`src/rtl/product_bcd_converter.sv`:
```
// Signed product to sign-magnitude BCD converter (sequential double-dabble, one bit per clock).
// Optional build macro BCD_LEADING_BLANK_EN replaces leading zero digits with 4'hF.
module product_bcd_converter #(
    parameter int W      = 64,
    parameter int DIGITS = 20
) (
    input  logic                  CLK,
    input  logic                  reset,
    input  logic [W-1:0]          in_prod,
    input  logic                  in_valid,
    output logic                  busy,
    output logic                  out_sign,
    output logic [4*DIGITS-1:0]   out_bcd,
    output logic                  out_valid
);

    localparam int BW = 4 * DIGITS;
    localparam int CW = $clog2(W) + 1;

    typedef enum logic {IDLE, CONV} state_t;

    state_t          state;
    logic [W-1:0]    mag;
    logic [BW-1:0]   acc;
    logic [CW-1:0]   count;
    logic            sign;

    logic [W-1:0]    abs_prod;
    logic [BW-1:0]   acc_adj;
    logic [BW-1:0]   acc_next;
    logic [BW-1:0]   result;
    logic            last_shift;

    // Two's-complement negate as unsigned W bits, so -2^(W-1) maps to 2^(W-1).
    assign abs_prod   = in_prod[W-1] ? (~in_prod + W'(1)) : in_prod;
    assign last_shift = (count == CW'(W - 1));

    // NOTE: every variable gets a default at the top of an always_comb so no latch is inferred.
    always_comb begin
        acc_adj = acc;
        for (int i = 0; i < DIGITS; i++) begin
            if (acc[4*i +: 4] >= 4'd5)
                acc_adj[4*i +: 4] = acc[4*i +: 4] + 4'd3;
        end
        acc_next = {acc_adj[BW-2:0], mag[W-1]};
    end

`ifdef BCD_LEADING_BLANK_EN
    logic seen_nonzero;

    // Blank every digit above the most significant non-zero one; digit 0 always shows.
    always_comb begin
        result       = acc_next;
        seen_nonzero = 1'b0;
        for (int i = DIGITS - 1; i > 0; i--) begin
            if (acc_next[4*i +: 4] != 4'd0)
                seen_nonzero = 1'b1;
            if (!seen_nonzero)
                result[4*i +: 4] = 4'hF;
        end
    end
`else
    assign result = acc_next;
`endif

    // NOTE: sequential state uses non-blocking assignments so all registers update from pre-edge values.
    always_ff @(posedge CLK) begin
        if (!reset) begin
            state     <= IDLE;
            busy      <= 1'b0;
            out_valid <= 1'b0;
            out_sign  <= 1'b0;
            out_bcd   <= '0;
            mag       <= '0;
            acc       <= '0;
            count     <= '0;
            sign      <= 1'b0;
        end else begin
            out_valid <= 1'b0;
            case (state)
                IDLE: begin
                    if (in_valid) begin
                        sign  <= in_prod[W-1];
                        mag   <= abs_prod;
                        acc   <= '0;
                        count <= '0;
                        busy  <= 1'b1;
                        state <= CONV;
                    end
                end
                CONV: begin
                    acc   <= acc_next;
                    mag   <= {mag[W-2:0], 1'b0};
                    count <= count + CW'(1);
                    if (last_shift) begin
                        out_bcd   <= result;
                        // A zero magnitude never reports as negative.
                        out_sign  <= sign && (acc_next != '0);
                        out_valid <= 1'b1;
                        busy      <= 1'b0;
                        state     <= IDLE;
                    end
                end
                default: state <= IDLE;
            endcase
        end
    end

endmodule

```
`config.mk`:
```
export PLATFORM = sky130hd
export DESIGN_NAME = product_bcd_converter
export DESIGN_NICKNAME = d
export VERILOG_FILES = /design/src/rtl/product_bcd_converter.sv
export SDC_FILE = /design/constraint.sdc
export NUM_CORES = 1
export LEC_CHECK = 0
export ABC_AREA = 1
export ABC_CLOCK_PERIOD_IN_PS = 1800
export CAP_MARGIN = 10
export CORE_ASPECT_RATIO = 1.5
export CORE_MARGIN = 10
export CORE_UTILIZATION = 40
export DETAILED_ROUTE_END_ITERATION = 6
export GPL_TIMING_DRIVEN = 0
export SKIP_CTS_REPAIR_TIMING = 1
export SLEW_MARGIN = 20
export SYNTH_ARGS = -nofsm -noshare
export SYNTH_HDL_FRONTEND = slang
export SYNTH_SLANG_ARGS = --single-unit
```
`constraint.sdc`:
```
create_clock -name CLK -period 1.8 [get_ports CLK]
set_clock_uncertainty 0.15 [all_clocks]
set_input_delay 0.36 -clock CLK [delete_from_list [all_inputs] [get_ports CLK]]
set_output_delay 0.36 -clock CLK [all_outputs]
set_load 0.02 [all_outputs]
```
== After elaboration in Yosys (flattened, before gate mapping) ==
Index checks and enable logic that the tools add are counted.

* Order comparisons: 20
* Add/subtract/negate cells: 22
* Mux-type cells: 34
* Bitwise gates (word level): 2
* Reduce and logical (&&, ||, !) cells: 6
* Equal/unequal tests: 3

{| class="wikitable"
|+ Operator list
! kind !! count
|-
| 80-bit case mux with 2 select lines || 1
|-
| 64-bit 2-to-1 mux || 2
|-
| 64-bit case mux with 2 select lines || 1
|-
| 4-bit by 3-bit >= comparator with 1-bit output, second input constant || 20
|-
| 80-bit 2-to-1 mux || 1
|-
| 80-bit nonzero test || 1
|-
| 4-bit by 2-bit adder with 4-bit output, second input constant || 19
|-
| 4-bit 2-to-1 mux || 19
|-
| 64-bit by 1-bit adder with 64-bit output, second input constant || 1
|-
| 64-bit inverter || 1
|-
| 7-bit case mux with 2 select lines || 1
|-
| 2-bit AND reduction || 4
|-
| 7-bit by 1-bit adder with 7-bit output, second input constant || 1
|-
| 7-bit by 6-bit equality test with 1-bit output, second input constant || 1
|-
| 7-bit 2-to-1 mux || 1
|-
| 1-bit 2-to-1 mux || 5
|-
| 1-bit case mux with 2 select lines || 2
|-
| 3-bit by 2-bit adder with 3-bit output, second input constant || 1
|-
| 3-bit 2-to-1 mux || 1
|-
| 2-bit by 1-bit inequality test with 1-bit output, second input constant || 1
|-
| 2-bit inequality test, second input constant || 1
|-
| 1-bit logical AND || 1
|-
| 1-bit inverter || 1
|}

* Output and inout port bits: 83
* Input port bits: 67
* Logic and storage cells: 96
* Register bits after elaboration: 236

== Logic depth before layout (Yosys ltp) ==
* Word-level depth: 5
* Depth in mapped cells: 15
* Gate-level depth less buffers: 15

== Worst setup path before layout ==
OpenSTA, ideal clock, no wires.

* Path kind: in2reg
* Start: input in_prod[1]
* End: register mag[46]
* Stages on the path: 13
* Arrival: 1606 ps
* Buffers on the path: 0
* Required time: 1518 ps
* Library setup time: 132 ps
* Slack: -89 ps
* Cell sequence: inv_1 ha_1 nand3_2 inv_2 nand2_1 nand2_2 nand2_2 nor2_4 nand2_2 nor2_1 nand3_1 nand3_1 a21oi_1

* Longest elaborated chain between the ends: 5

{| class="wikitable"
|+ Ends and longest elaborated chain
! element !! line !! RTL
|-
| start: declaration || 9 || <nowiki>input logic [W-1:0] in_prod,</nowiki>
|-
| 64-bit inverter || 35 || <nowiki>assign abs_prod = in_prod[W-1] ? (~in_prod + W'(1)) : in_prod;</nowiki>
|-
| 64-bit by 1-bit adder with 64-bit output || 35 ||
|-
| 64-bit 2-to-1 mux || 35 ||
|-
| 64-bit 2-to-1 mux || 82 || <nowiki>if (in_valid) begin</nowiki>
|-
| 64-bit case mux with 2 select lines || 80 || <nowiki>case (state)</nowiki>
|-
| end signal: assignment || 84 || <nowiki>mag <= abs_prod;</nowiki>
|-
| end signal: assignment || 93 || <nowiki>mag <= {mag[W-2:0], 1'b0};</nowiki>
|-
| end: declaration || 23 || <nowiki>logic [W-1:0] mag;</nowiki>
|}

No other way between the ends. The select of a mux whose other input is x is not followed.
A chain may end at the register's enable or synchronous reset.

== Final worst setup path ==
* Start: register acc[65]
* End: register out_sign

* Longest elaborated chain between the ends: 4
* Elaborated cells between the ends (all ways): 5
* Classes of those cells: 1 x add/sub; 1 x order compare; 1 x mux; 2 x reduce/logical

{| class="wikitable"
|+ Ends and longest elaborated chain
! element !! line !! RTL
|-
| start: declaration || 24 || <nowiki>logic [BW-1:0] acc;</nowiki>
|-
| start signal: assignment || 92 || <nowiki>acc <= acc_next;</nowiki>
|-
| 4-bit by 2-bit adder with 4-bit output / 4-bit by 3-bit >= comparator with 1-bit output (equally long branches) || 43, 42 ||
|-
| 4-bit 2-to-1 mux (*) || 42 || <nowiki>if (acc[4*i +: 4] >= 4'd5)</nowiki>
|-
| 80-bit nonzero test (*) || 98 || <nowiki>out_sign <= sign && (acc_next != '0);</nowiki>
|-
| 1-bit logical AND (*) || 98 ||
|-
| end signal: assignment || 98 ||
|-
| end: declaration || 12 || <nowiki>output logic out_sign,</nowiki>
|}

Mark *: on every way between the ends. The rest lies on a longest branch, timed or not.

==> metrics.txt <==
area growth from synthesis to layout 40.9%; post-place instance area 15100 um2; Final ANT Viol Nets 0; Tmin final 2.10 ns; setup violators final 82; PD cells 627 nW/um2; synth warn 0; Worst Reg-to-Reg Cells 14; Clock Sinks 236; number of I/O pins 150; Final #Nets 2333; Yosys top cell by area dfxtp_1; vias in the first global route 13200; Rows 80; startpoint types flip-flop; Clock Power Share 41.4%; post-synthesis mux area share 0%; Gate power share 11.9%; Die Area 40300 um2; Hold Path Sink mag[0]; GPL Wtd Cong 0.983; HP Class in2reg; syn_area_per_cell 6.58 um2; #FFs+latches synth 236; clock slew at reported path FFs 0.07 ns; CTS tree built; M3 GR Usage 3.00%; DRT Pass-1 Iters 7; via density per instance 5.33; synthesized instance count 1978; Root Driver clkbuf_16; Via Count 14100; CTS Buf Count 23; DR WL/cell 18.4 um; failing checks setup timing; antenna violations before repair 0; Setup CP Type reg2reg; sequential power share 46.7%; die height 241 um; multi-input logic area 8340 um2; Critical R2R Launch acc[65]; first-pass GRT wire length 70400 um; r2r setup slk -0.30 ns; sequential area share after synthesis 36.3%; post-synth top area share 36.3%; max_slew headroom 57.9%; Slew Limit Fails 0; # H-tree levels 1; Synthesized Nets 2087; largest net degree at the start of global routing 15; Data required, critical path 2.07 ns; drt total wl 48600 um; Leak 9.28 nW; Worst Setup End Kind flip-flop; IO buf count 149; Pint 8.46 mW; ys async rst share 0%; final period utilization 117%; Synth Area in Adders 4.04%; Min-Delay Startpoint in_prod[0]; post-layout util 57.5%; Post-Layout Cell Count 2650; layout cells sized above 1 23.8%; EDFF count, synth 0; Main synth FF type dfxtp_1; status finished, violations left; RSZ-0062 raised after global routing true; WHS Path Cells 3; final hold violations 0; dpl hpwl 36600 um; PnR worst setup slack -0.302 ns; f_max 476 MHz; largest family of logic cells by synthesized area simple AND/OR/NAND/NOR gates; core footprint 31900 um2; residual DRC count 0; sw frac 26.4%; Iter 0 DRT Violations 726; total congestion overflow 0; ant diodes 0; register area 4790 um2; Synth Area in Simple Gates 34.1%; final instance area 18300 um2; NetSw 3.04 mW; top post-synthesis cells by area dfxtp_1, nand2_1, nand3_1; GR peak layer met2; WP data arrival 2.37 ns; Layout fillers 3114; Worst Path Max Fanout 5; clock buffer depth 3; Max-Cap Viols 0; Compound-Gate Fraction of Synth Area 16.7%; worst r2r dst out_sign; Synth Area in XOR/XNOR 0.673%; placed cells 2537; GR Util met1 21.7%; Slew @ Worst Pin 0.632 ns; Die Wd 167 um; pre-CTS setup slack -1.06 ns; GR met2 Demand/Resource 41.7%; Yosys cell types 39; mapped cell area 13000 um2; Initial Util 40.8%; Peak VDD IR 0.000794 V; Total GRT Usage 21.5%; clk_lat worst skew 0.54 ns
-- cell usage in the layout (no fill, tap or decap), types with 7 or more instances in the layout --
cell and instances:
o21ai_4 8, a22o_1 15, o21ai_1 15, or2_2 8
nor2_2 51, clkbuf_2 21, o21ai_0 59, nand2_2 76
clkbuf_1 17, buf_8 9, a21oi_1 128, inv_1 141
nand2_4 9, a22oi_1 41, o21ai_2 40, o22ai_1 15
nor2_1 124, inv_2 32, dfxtp_2 26, inv_4 8
nand3_4 13, a31oi_1 22, clkbuf_16 32, ha_1 32
nor2_4 18, dlymetal6s2s_1 134, nand4_1 38, clkbuf_4 13
nand3_2 30, dfxtp_4 9, buf_12 11, nand2_1 547
nand3_1 136, buf_4 57, buf_2 11, clkdlybuf4s50_1 14
clkbuf_8 7, dfxtp_1 201
-- metal layers --
metal,share of wire [%],wire length [um]
met1,37,17800
met2,54,26400
met3,4.2,2060
met4,4.7,2290
met5,0,0
-- per-stage QoR --
step | power, mW | hold slack [ns] | TNS, ns
3_3_place_gp | 6.65 | 0.280 | -153.66
6_report | 11.5 | 0.0169 | -10.96
2_1_floorplan | 6.11 | 0.294 | 0
4_1_cts | 11.4 | 0.297 | -92.41
5_1_grt | 11.9 | 0.00589 | -18.71
3_5_place_dp | 6.66 | 0.282 | -154.03
-- area by class of cell --
| type | instances | area share (%) |
|---|---|---|
| clock buffer | 34 | 3.74 |
| inverter | 186 | 4.10 |
| buffer | 78 | 3.22 |
| timing repair inverter | 1 | 0.0614 |
| multi-input combinational | 1477 | 45.5 |
| clock inverter | 7 | 0.259 |
| timing repair buffer | 221 | 14.2 |
| sequential | 236 | 26.1 |
| tap | 410 | 2.80 |
-- how the worst max path moves through the flow --
stage                           from  slack [ns]  endpoint
after detailed placement  in_prod[0]       -1.06   mag[59]
after CTS                    acc[76]       -0.73  out_sign
after global placement    in_prod[0]       -1.07   mag[59]
after floorplan              acc[24]       0.001  out_sign
final                        acc[65]       -0.30  out_sign
after global routing         acc[41]       -0.42  out_sign
-- registers in the layout, summed over array words and instances (netlist names) --
| name | count |
|---|---|
| acc | 80 |
| out_valid | 1 |
| busy | 1 |
| out_bcd | 80 |
| state | 1 |
| sign | 1 |
| mag | 64 |
| out_sign | 1 |
| count | 7 |
-- cell families (layout without fill, tap and decap cells) --
logic type,count (synthesis),after routing
fa+ha+maj,42,42
compound gates,363,363
xor+xnor,10,10
simple gates,1062,1062
flops,236,236
buf+inv,265,527
-- cell usage after synthesis, types with 2 or more instances --
| master | instances |
|---|---|
| o22ai_1 | 16 |
| inv_1 | 180 |
| inv_2 | 5 |
| buf_6 | 4 |
| o21bai_1 | 6 |
| nor2_2 | 4 |
| a21o_1 | 2 |
| nor3b_1 | 3 |
| clkbuf_1 | 39 |
| nand2_2 | 4 |
| buf_2 | 30 |
| a21oi_1 | 132 |
| nand3_2 | 4 |
| nor2_4 | 3 |
| nand2_1 | 629 |
| dfxtp_1 | 236 |
| o21ai_0 | 90 |
| nor3_1 | 2 |
| o21ai_2 | 31 |
| a22oi_1 | 41 |
| xor2_1 | 10 |
| nor2_1 | 186 |
| ha_1 | 42 |
| or2_2 | 8 |
| nand3_1 | 175 |
| buf_1 | 5 |
| nand3b_1 | 4 |
| nand4_1 | 38 |
| a31oi_1 | 22 |
| a22o_1 | 15 |
| o211ai_1 | 4 |
-- power by group through the flow --
stage	logic [mW]	registers (mW)	clock network (mW)
floorplan	0.628	5.49	0
global placement	1.15	5.50	0
detailed placement	1.16	5.50	0
CTS	1.16	5.38	4.86
global route	1.47	5.38	5.04
finish	1.36	5.37	4.76
-- worst max-delay path, stage by stage (launching register included) --
cell and delay, ns:
dfxtp_2 0.37, inv_1 0.08, ha_1 0.19, inv_1 0.07
nand2_2 0.09, nand3_4 0.12, nand2_1 0.09, nand2_2 0.09
nand2_1 0.07, nor2_1 0.16, nand3_2 0.17, nor2_1 0.12
nand3_1 0.07, nand2_1 0.09, nand2_1 0.05
Note: power is estimated with default switching activity, not from simulation.
